[src/rtl/pong_pkg.sv]
// Screen/object geometry, game state encoding and small helpers shared by the
// pong game controller and its paddle mover.
package pong_pkg;

  localparam int H_ACTIVE     = 640;
  localparam int V_ACTIVE     = 480;
  localparam int BALL_SIZE    = 8;
  localparam int PADDLE_W     = 8;
  localparam int PADDLE_H     = 64;
  localparam int PADDLE_XL    = 16;
  localparam int PADDLE_XR    = 616;
  localparam int PADDLE_STEP  = 4;
  localparam int BALL_STEP    = 2;
  localparam int SERVE_FRAMES = 60;
  localparam int SCORE_MAX    = 9;

  // Centre / home positions
  localparam logic [9:0] BALL_X0   = 10'((H_ACTIVE - BALL_SIZE) / 2);  // 316
  localparam logic [9:0] BALL_Y0   = 10'((V_ACTIVE - BALL_SIZE) / 2);  // 236
  localparam logic [9:0] PADDLE_Y0 = 10'((V_ACTIVE - PADDLE_H) / 2);   // 208

  // Signed 11-bit views used by the ball arithmetic (underflow shows as < 0)
  localparam logic signed [10:0] S_BALL_STEP = 11'(BALL_STEP);
  localparam logic signed [10:0] S_BALL_SIZE = 11'(BALL_SIZE);
  localparam logic signed [10:0] S_PADDLE_H  = 11'(PADDLE_H);
  localparam logic signed [10:0] Y_WALL      = 11'(V_ACTIVE - BALL_SIZE);  // 472
  localparam logic signed [10:0] X_MISS_R    = 11'(H_ACTIVE - BALL_SIZE);  // 632
  localparam logic signed [10:0] XL_EDGE     = 11'(PADDLE_XL);             // 16
  localparam logic signed [10:0] XL_FACE     = 11'(PADDLE_XL + PADDLE_W);  // 24
  localparam logic signed [10:0] XR_EDGE     = 11'(PADDLE_XR);             // 616
  localparam logic signed [10:0] XR_FACE     = 11'(PADDLE_XR - BALL_SIZE); // 608

  localparam logic [3:0] SCORE_TOP  = 4'(SCORE_MAX);
  localparam logic [5:0] SERVE_LAST = 6'(SERVE_FRAMES - 1);

  typedef enum logic [1:0] {
    ST_IDLE  = 2'b00,
    ST_SERVE = 2'b01,
    ST_PLAY  = 2'b10,
    ST_OVER  = 2'b11
  } game_state_e;

  typedef enum logic [2:0] {
    SQ_IDLE, SQ_PADDLE, SQ_BALL, SQ_COLLIDE, SQ_COMMIT
  } seq_e;

  // Score increment that sticks at SCORE_MAX
  function automatic logic [3:0] sat_inc(input logic [3:0] s);
    return (s >= SCORE_TOP) ? SCORE_TOP : s + 4'd1;
  endfunction

  // Vertical overlap of the ball (top y = by) with a paddle (top y = py)
  function automatic logic y_overlap(input logic signed [10:0] by, input logic [9:0] py);
    logic signed [10:0] sp;
    sp = $signed({1'b0, py});
    return (by + S_BALL_SIZE > sp) && (by < sp + S_PADDLE_H);
  endfunction

endpackage

[src/rtl/pong_paddle_mover.sv]
// One paddle step: up/down request applied to the current top y, clamped to
// the visible column. Simultaneous up and down cancel out.
module pong_paddle_mover
  import pong_pkg::*;
(
  input  logic       up,
  input  logic       dn,
  input  logic [9:0] cur_y,
  output logic [9:0] next_y
);

  localparam logic signed [10:0] STEP  = 11'(PADDLE_STEP);
  localparam logic signed [10:0] Y_MAX = 11'(V_ACTIVE - PADDLE_H);

  logic signed [10:0] y_up, y_dn;

  assign y_up = $signed({1'b0, cur_y}) - STEP;
  assign y_dn = $signed({1'b0, cur_y}) + STEP;

  // Pick the moved position, saturating at the top and bottom limits
  always_comb begin
    next_y = cur_y;
    if (up && !dn)
      next_y = (y_up < 11'sd0) ? 10'd0 : y_up[9:0];
    else if (dn && !up)
      next_y = (y_dn > Y_MAX) ? Y_MAX[9:0] : y_dn[9:0];
  end

endmodule

[src/rtl/pong_game_ctrl.sv]
// Per-frame pong sequencer. Each accepted frame tick runs PADDLE, BALL,
// COLLIDE and COMMIT on consecutive cycles; every visible output is written
// only in COMMIT, so the renderer sees one consistent snapshot per frame.
module pong_game_ctrl
  import pong_pkg::*;
(
  input  logic       clk,
  input  logic       rst_n,
  input  logic       frame_tick,
  input  logic       start,
  input  logic       btn_l_up,
  input  logic       btn_l_dn,
  input  logic       btn_r_up,
  input  logic       btn_r_dn,
  output logic [9:0] ball_x,
  output logic [9:0] ball_y,
  output logic [9:0] paddle_l_y,
  output logic [9:0] paddle_r_y,
  output logic [3:0] score_l,
  output logic [3:0] score_r,
  output logic [1:0] game_state,
  output logic       busy
);

  seq_e        seq_q, seq_d;
  game_state_e st_q, st_d;

  logic       dx_q, dy_q;          // 1 = right / down
  logic [5:0] serve_cnt, cnt_d;
  logic       start_pend;
  logic       moving;

  // Stage results
  logic [9:0]         pl_mv, pr_mv, pl_w, pr_w;
  logic signed [10:0] nx_w, ny_w, cx_w, cy_w;
  logic               cdx_w, cdy_w;

  // Combinational collision result (registered in COLLIDE)
  logic signed [10:0] col_x, col_y;
  logic               col_dx, col_dy;

  // Commit-stage next values
  logic [9:0] bx_d, by_d, pl_d, pr_d;
  logic [3:0] sl_d, sr_d;
  logic       dx_d, dy_d, miss_l, miss_r;

  assign busy       = (seq_q != SQ_IDLE);
  assign game_state = st_q;
  assign moving     = (st_q == ST_SERVE) || (st_q == ST_PLAY);

  pong_paddle_mover u_mover_l (.up(btn_l_up), .dn(btn_l_dn), .cur_y(paddle_l_y), .next_y(pl_mv));
  pong_paddle_mover u_mover_r (.up(btn_r_up), .dn(btn_r_dn), .cur_y(paddle_r_y), .next_y(pr_mv));

  // Sequencer state register
  always_ff @(posedge clk or negedge rst_n) begin
    if (!rst_n) seq_q <= SQ_IDLE;
    else        seq_q <= seq_d;
  end

  // Sequencer next state: ticks are only accepted while idle
  always_comb begin
    seq_d = seq_q;
    case (seq_q)
      SQ_IDLE:    if (frame_tick) seq_d = SQ_PADDLE;
      SQ_PADDLE:  seq_d = SQ_BALL;
      SQ_BALL:    seq_d = SQ_COLLIDE;
      SQ_COLLIDE: seq_d = SQ_COMMIT;
      SQ_COMMIT:  seq_d = SQ_IDLE;
      default:    seq_d = SQ_IDLE;
    endcase
  end

  // Start request latch, consumed by the next commit whatever the state
  always_ff @(posedge clk or negedge rst_n) begin
    if (!rst_n)                 start_pend <= 1'b0;
    else if (start)             start_pend <= 1'b1;
    else if (seq_q == SQ_COMMIT) start_pend <= 1'b0;
  end

  // Wall bounce first, then paddle faces checked against the bounced y
  always_comb begin
    col_x  = nx_w;
    col_y  = ny_w;
    col_dx = dx_q;
    col_dy = dy_q;
    if (ny_w <= 11'sd0) begin
      col_y  = 11'sd0;
      col_dy = 1'b1;
    end else if (ny_w >= Y_WALL) begin
      col_y  = Y_WALL;
      col_dy = 1'b0;
    end
    if (!dx_q && nx_w <= XL_FACE && nx_w > XL_EDGE && y_overlap(col_y, pl_w)) begin
      col_x  = XL_FACE;
      col_dx = 1'b1;
    end else if (dx_q && nx_w >= XR_FACE && nx_w < XR_EDGE && y_overlap(col_y, pr_w)) begin
      col_x  = XR_FACE;
      col_dx = 1'b0;
    end
  end

  // Game FSM next state and all commit values; a miss discards the frame's
  // ball motion and re-centres the ball
  always_comb begin
    st_d   = st_q;
    bx_d   = ball_x;
    by_d   = ball_y;
    dx_d   = dx_q;
    dy_d   = dy_q;
    pl_d   = pl_w;
    pr_d   = pr_w;
    sl_d   = score_l;
    sr_d   = score_r;
    cnt_d  = serve_cnt;
    miss_l = (cx_w <= 11'sd0);
    miss_r = (cx_w >= X_MISS_R);
    case (st_q)
      ST_IDLE: if (start_pend) begin
        st_d  = ST_SERVE;
        cnt_d = '0;
        dy_d  = ~dy_q;
      end
      ST_SERVE: begin
        if (serve_cnt == SERVE_LAST) st_d = ST_PLAY;
        else                         cnt_d = serve_cnt + 6'd1;
      end
      ST_PLAY: begin
        if (miss_l || miss_r) begin
          bx_d  = BALL_X0;
          by_d  = BALL_Y0;
          cnt_d = '0;
          if (miss_l) begin
            sr_d = sat_inc(score_r);
            dx_d = 1'b0;           // serve toward the side that conceded
          end else begin
            sl_d = sat_inc(score_l);
            dx_d = 1'b1;
          end
          if (sl_d == SCORE_TOP || sr_d == SCORE_TOP) begin
            st_d = ST_OVER;
          end else begin
            st_d = ST_SERVE;
            dy_d = ~dy_q;
          end
        end else begin
          bx_d = cx_w[9:0];
          by_d = cy_w[9:0];
          dx_d = cdx_w;
          dy_d = cdy_w;
        end
      end
      ST_OVER: if (start_pend) begin
        st_d  = ST_SERVE;
        cnt_d = '0;
        sl_d  = '0;
        sr_d  = '0;
        bx_d  = BALL_X0;
        by_d  = BALL_Y0;
        pl_d  = PADDLE_Y0;
        pr_d  = PADDLE_Y0;
        dx_d  = 1'b1;
        dy_d  = ~dy_q;
      end
      default: ;
    endcase
  end

  // Stage registers and the committed game state
  always_ff @(posedge clk or negedge rst_n) begin
    if (!rst_n) begin
      pl_w       <= PADDLE_Y0;
      pr_w       <= PADDLE_Y0;
      nx_w       <= '0;
      ny_w       <= '0;
      cx_w       <= '0;
      cy_w       <= '0;
      cdx_w      <= 1'b1;
      cdy_w      <= 1'b1;
      ball_x     <= BALL_X0;
      ball_y     <= BALL_Y0;
      paddle_l_y <= PADDLE_Y0;
      paddle_r_y <= PADDLE_Y0;
      score_l    <= '0;
      score_r    <= '0;
      st_q       <= ST_IDLE;
      dx_q       <= 1'b1;
      dy_q       <= 1'b1;
      serve_cnt  <= '0;
    end else begin
      case (seq_q)
        SQ_PADDLE: begin
          pl_w <= moving ? pl_mv : paddle_l_y;
          pr_w <= moving ? pr_mv : paddle_r_y;
        end
        SQ_BALL: begin
          nx_w <= $signed({1'b0, ball_x}) + (dx_q ? S_BALL_STEP : -S_BALL_STEP);
          ny_w <= $signed({1'b0, ball_y}) + (dy_q ? S_BALL_STEP : -S_BALL_STEP);
        end
        SQ_COLLIDE: begin
          cx_w  <= col_x;
          cy_w  <= col_y;
          cdx_w <= col_dx;
          cdy_w <= col_dy;
        end
        SQ_COMMIT: begin
          ball_x     <= bx_d;
          ball_y     <= by_d;
          paddle_l_y <= pl_d;
          paddle_r_y <= pr_d;
          score_l    <= sl_d;
          score_r    <= sr_d;
          st_q       <= st_d;
          dx_q       <= dx_d;
          dy_q       <= dy_d;
          serve_cnt  <= cnt_d;
        end
        default: ;
      endcase
    end
  end

endmodule
[config.mk]
export PLATFORM = sky130hd
export DESIGN_NAME = pong_game_ctrl
export DESIGN_NICKNAME = d
export VERILOG_FILES = /design/src/rtl/pong_pkg.sv /design/src/rtl/pong_paddle_mover.sv /design/src/rtl/pong_game_ctrl.sv
export SDC_FILE = /design/constraint.sdc
export NUM_CORES = 1
export LEC_CHECK = 0
export ABC_AREA = 0
export BUFFER_PORTS_ARGS = -buffer_cell sky130_fd_sc_hd__buf_2
export CAP_MARGIN = 30
export CORE_MARGIN = 1
export CORE_UTILIZATION = 50
export CTS_CLUSTER_SIZE = 40
export DETAILED_ROUTE_END_ITERATION = 7
export PLACE_DENSITY = 0.68
export SYNTH_ARGS = -nofsm -noshare
export SYNTH_HDL_FRONTEND = slang
export SYNTH_SLANG_ARGS = --single-unit
[constraint.sdc]
create_clock -name clk -period 4.4 [get_ports clk]
set_input_delay 0.22 -clock clk [delete_from_list [all_inputs] [get_ports clk]]
set_output_delay 0.22 -clock clk [all_outputs]
set_load 0.05 [all_outputs]
==> summary.log <==
qor: die.placement_rows 47
qor: cts.clockBufferDepth 2
qor: global_route.grt_pass1_wl 37000 um
qor: route.routed_wl 22300 um
qor: cts.cts_repair_resize_count 0
qor: cells_and_area.num-fill-cells 1505
qor: setup_path.crit_path_top_delay_cell sky130_fd_sc_hd__dfrtp_1
qor: die.width_of_the_die 133 um
qor: cells_and_area.final_net_count 1097
qor: die.floorplan.die.height 133 um
qor: sta.slew_at_the_pin_closest_to_its_max_slew_limit 978 ps
qor: setup_path.crit_path_frequent_cell sky130_fd_sc_hd__nand3_1
qor: setup_path.critPathCapture cx_w[5]
qor: global_route.grt_start_max_net_pins 67
qor: die.design.die.area 17700 um2
qor: synthesis.synth_flop_cell sky130_fd_sc_hd__dfrtp_1
qor: synthesis.post_synth_instance_area 8570 um2
qor: synthesis.yosys_warnings 0
qor: route.dr.first_iter.drc_count 449
qor: setup_path.r2r_end cx_w[5]
qor: cts.cts_inserted_buffers 17
qor: cells_and_area.number_of_antenna_cells_inserted 0
qor: setup_path.r2r_setup_slack 820 ps
qor: hold_path.worstHoldPathType in -> reg
qor: setup_path.critical_path.n_buffers_inverters 1
qor: setup_path.timing.critical_path.max_delay_family compound AO/OA/AOI/OAI gates
qor: global_route.grt.total_usage 0.266
qor: cells_and_area.area_delta_synth_final 13.2%
qor: route.routed-via-count 7635
qor: cts.clock_tree_from_tritoncts built
qor: sta.max_freq 280 MHz
qor: cts.cts_sinks 127
qor: setup_path.cp_cell_sequence and3_1 > a21oi_1 > nor2_1 > o21ai_0 > inv_1 > ha_1 > nand3_1 > nand2_1 > mux2i_1 > ha_1 > nand3_1 > nor3_1 > o31ai_1 > nand3_1 > a22o_1
qor: cts.cts-htree-levels 4
qor: cts.cts_hold_buffers_added 2
qor: route.detail_route.vias_per_cell 6.12
qor: placed_design.post-dp-hpwl 16000 um
qor: sta.final.period_utilization 0.813
qor: global_route.global_route.overflow_total 0
qor: setup_path.reg2reg_from ny_w[6]
qor: setup_path.startpoint_type register
qor: setup_path.path_depth 15
qor: sta.fin_skew 14.8 ps
qor: status.outcome complete, no violations
qor: cts.postCtsSetupBuffers 0
qor: die.design.core.area 16600 um2
qor: placed_design.dp_worst_setup_slack 904 ps
qor: setup_path.path_max_fanout 7
qor: synthesis.seq_area_frac_synth 0.375
qor: synthesis.flops_latches_synth 127
qor: synthesis.number_of_synthesized_flops_with_an_enable_pin 0
qor: setup_path.timing.critical_path.from ny_w[6]
qor: route.ant_nets 0
qor: synthesis.synth-async-reset-ratio 1.00
qor: placed_design.gp_routability_congestion 0.941
qor: setup_path.path_class reg -> reg
qor: sta.drv_slew 0
qor: route.first_pass_iters 6
qor: sta.period_needed 3580 ps
qor: sta.postLayoutSetupSlackWorst 824 ps
qor: cts.clock_insertion_delay_worst_skew 420 ps
qor: job.max_cap_viols 0
qor: cts.worst_setup_hold_path_clk_slew 60 ps
qor: sta.finalSetupTns 0 ps
qor: die.initial_utilization 0.515
qor: cts.cts_root_buf sky130_fd_sc_hd__clkbuf_16
qor: global_route.antenna_found_initial 0
qor: sta.unrepaired_setup_endpoints_after_global_routing false
qor: placed_design.numPortBuffers 58
qor: power.total_leakage_power 4.34 nW
qor: setup_path.worstPathRequired 4710 ps
qor: die.design.portCount 59
qor: setup_path.critPathMaxStageDelay 420 ps
qor: synthesis.netlist_instances 961
qor: power.power_density 847 nW/um2
qor: route.post-route-drc-count 0
qor: route.avgRoutedWirePerCell 17.9 um
qor: setup_path.worst_setup_path_end_kind register
qor: sta.finalSetupViolCount 0
qor: power.ir_drop_worst_case_vdd 0.430 mV
qor: sta.slew_headroom 0.344
qor: global_route.vias_in_the_first_global_route 7214
qor: cells_and_area.post_route_cells_drive_above_1_share 0.146
qor: synthesis.netlist-cell-type-count 80
qor: sta.finalHoldViolCount 0
qor: synthesis.avgSynthCellArea 8.91 um2
qor: setup_path.crit_arrival 3890 ps
qor: setup_path.ff2ff_path_depth 15
-- cell usage in the layout (no fill, tap or decap), types with 6 or more instances in the layout --
master	n
sky130_fd_sc_hd__a211oi_1	9
sky130_fd_sc_hd__a21o_1	14
sky130_fd_sc_hd__a21oi_1	52
sky130_fd_sc_hd__a22o_1	17
sky130_fd_sc_hd__a31oi_1	21
sky130_fd_sc_hd__and2_1	13
sky130_fd_sc_hd__buf_2	57
sky130_fd_sc_hd__buf_4	11
sky130_fd_sc_hd__clkbuf_16	17
sky130_fd_sc_hd__conb_1	6
sky130_fd_sc_hd__dfrtp_1	101
sky130_fd_sc_hd__dfstp_2	26
sky130_fd_sc_hd__ha_1	72
sky130_fd_sc_hd__inv_1	54
sky130_fd_sc_hd__mux2_2	8
sky130_fd_sc_hd__mux2i_1	6
sky130_fd_sc_hd__nand2_1	93
sky130_fd_sc_hd__nand2b_1	13
sky130_fd_sc_hd__nand3_1	39
sky130_fd_sc_hd__nand4_1	8
sky130_fd_sc_hd__nor2_1	64
sky130_fd_sc_hd__nor2b_1	15
sky130_fd_sc_hd__nor3_1	24
sky130_fd_sc_hd__nor3b_1	8
sky130_fd_sc_hd__o211ai_1	8
sky130_fd_sc_hd__o21a_1	11
sky130_fd_sc_hd__o21ai_0	86
sky130_fd_sc_hd__o22a_1	13
sky130_fd_sc_hd__o31ai_1	18
sky130_fd_sc_hd__xnor2_1	18
sky130_fd_sc_hd__xor2_1	10
-- layout make-up --
class / instances / area, um2 / area share
clock buffers: 19 / 453 / 0.0467
clock inverters: 13 / 140 / 0.0144
inverters: 54 / 203 / 0.0209
multi-input cells: 744 / 5010 / 0.517
flip-flops and latches: 127 / 3210 / 0.331
well taps: 220 / 275 / 0.0284
repair buffers: 71 / 408 / 0.0421
-- worst min-delay path by stage --
stage	start	to	slack [ps]	cells past startpoint
6_report	frame_tick	seq_q[0]	40	2
5_1_grt	frame_tick	seq_q[0]	30	2
4_1_cts	frame_tick	seq_q[0]	20	2
3_5_place_dp	rst_n	serve_cnt[4]	360	1
3_3_place_gp	rst_n	serve_cnt[4]	350	1
2_1_floorplan	rst_n	ball_x[0]	-80	0
-- power breakdown --
part / internal [W] / leakage, nW / switching (W)
clock: 0.000863 / 0.281 / 0.000550
sequential: 0.00172 / 1.57 / 0.000646
combinational: 0.00161 / 2.49 / 0.00283
-- cell usage after synthesis (all sizes together), types with 9 or more instances --
| cell type | count | share of area |
|---|---|---|
| nand2b | 13 | 0.0095 |
| nand3 | 41 | 0.025 |
| nand2 | 93 | 0.041 |
| a21o | 14 | 0.012 |
| inv | 54 | 0.024 |
| nor3 | 25 | 0.015 |
| a31oi | 21 | 0.015 |
| clkbuf | 30 | 0.013 |
| ha | 72 | 0.11 |
| nor2 | 64 | 0.028 |
| nor3b | 9 | 0.0079 |
| xor2 | 10 | 0.010 |
| a22o | 17 | 0.017 |
| xnor2 | 18 | 0.018 |
| o21a | 11 | 0.0096 |
| buf | 11 | 0.0064 |
| o21ai | 87 | 0.051 |
| nor2b | 15 | 0.011 |
| o31ai | 19 | 0.017 |
| dfstp | 26 | 0.080 |
| a21oi | 52 | 0.030 |
| and2 | 14 | 0.010 |
| a211oi | 10 | 0.0093 |
| o22a | 13 | 0.013 |
| dfrtp | 101 | 0.30 |
-- sequential cells by signal, summed over array words and instances, names as in the netlist, 2 cells and up --
register,count
paddle_l_y,10
pr_w,10
nx_w,11
game_state,2
seq_q,3
paddle_r_y,10
ball_x,10
cx_w,11
score_l,4
score_r,4
serve_cnt,6
cy_w,10
ny_w,11
ball_y,10
pl_w,10
-- cell families (layout without fill, tap and decap cells) --
| logic type | Yosys count | count (layout) | share of synthesized area |
|---|---|---|---|
| AND/OR/NAND/NOR | 314 | 314 | 0.183 |
| adder cells (fa/ha/maj) | 74 | 74 | 0.110 |
| flip-flops | 127 | 127 | 0.375 |
| buffers and inverters | 95 | 157 | 0.0432 |
| XOR/XNOR | 28 | 28 | 0.0286 |
| multiplexers | 14 | 14 | 0.0175 |
| AO/OA/AOI/OAI | 308 | 308 | 0.243 |
| other | 1 | 6 | 0.000438 |
-- metal layers --
metal	up-vias	track usage	routed length (um)
met5	-	0	0
met4	0	0.0811	396
met3	27	0.0536	1190
met2	236	0.417	10300
met1	3735	0.369	10500
li1	3637	-	-
-- per-stage QoR --
step | util | instances | total power [W] | hold WS (ps) | instance area, um2
floorplan | - | 966 | 0.00563 | -75.6 | 8590
global placement | 0.546 | 1214 | 0.00670 | 353 | 9090
detailed placement | 0.546 | 1214 | 0.00676 | 358 | 9090
CTS | 0.583 | 1248 | 0.00821 | 24.0 | 9700
global route | 0.583 | 1248 | 0.00887 | 34.6 | 9700
finish | 0.583 | 1248 | 0.00822 | 38.0 | 9700
No activity file was read; power rests on OpenSTA's default activity.
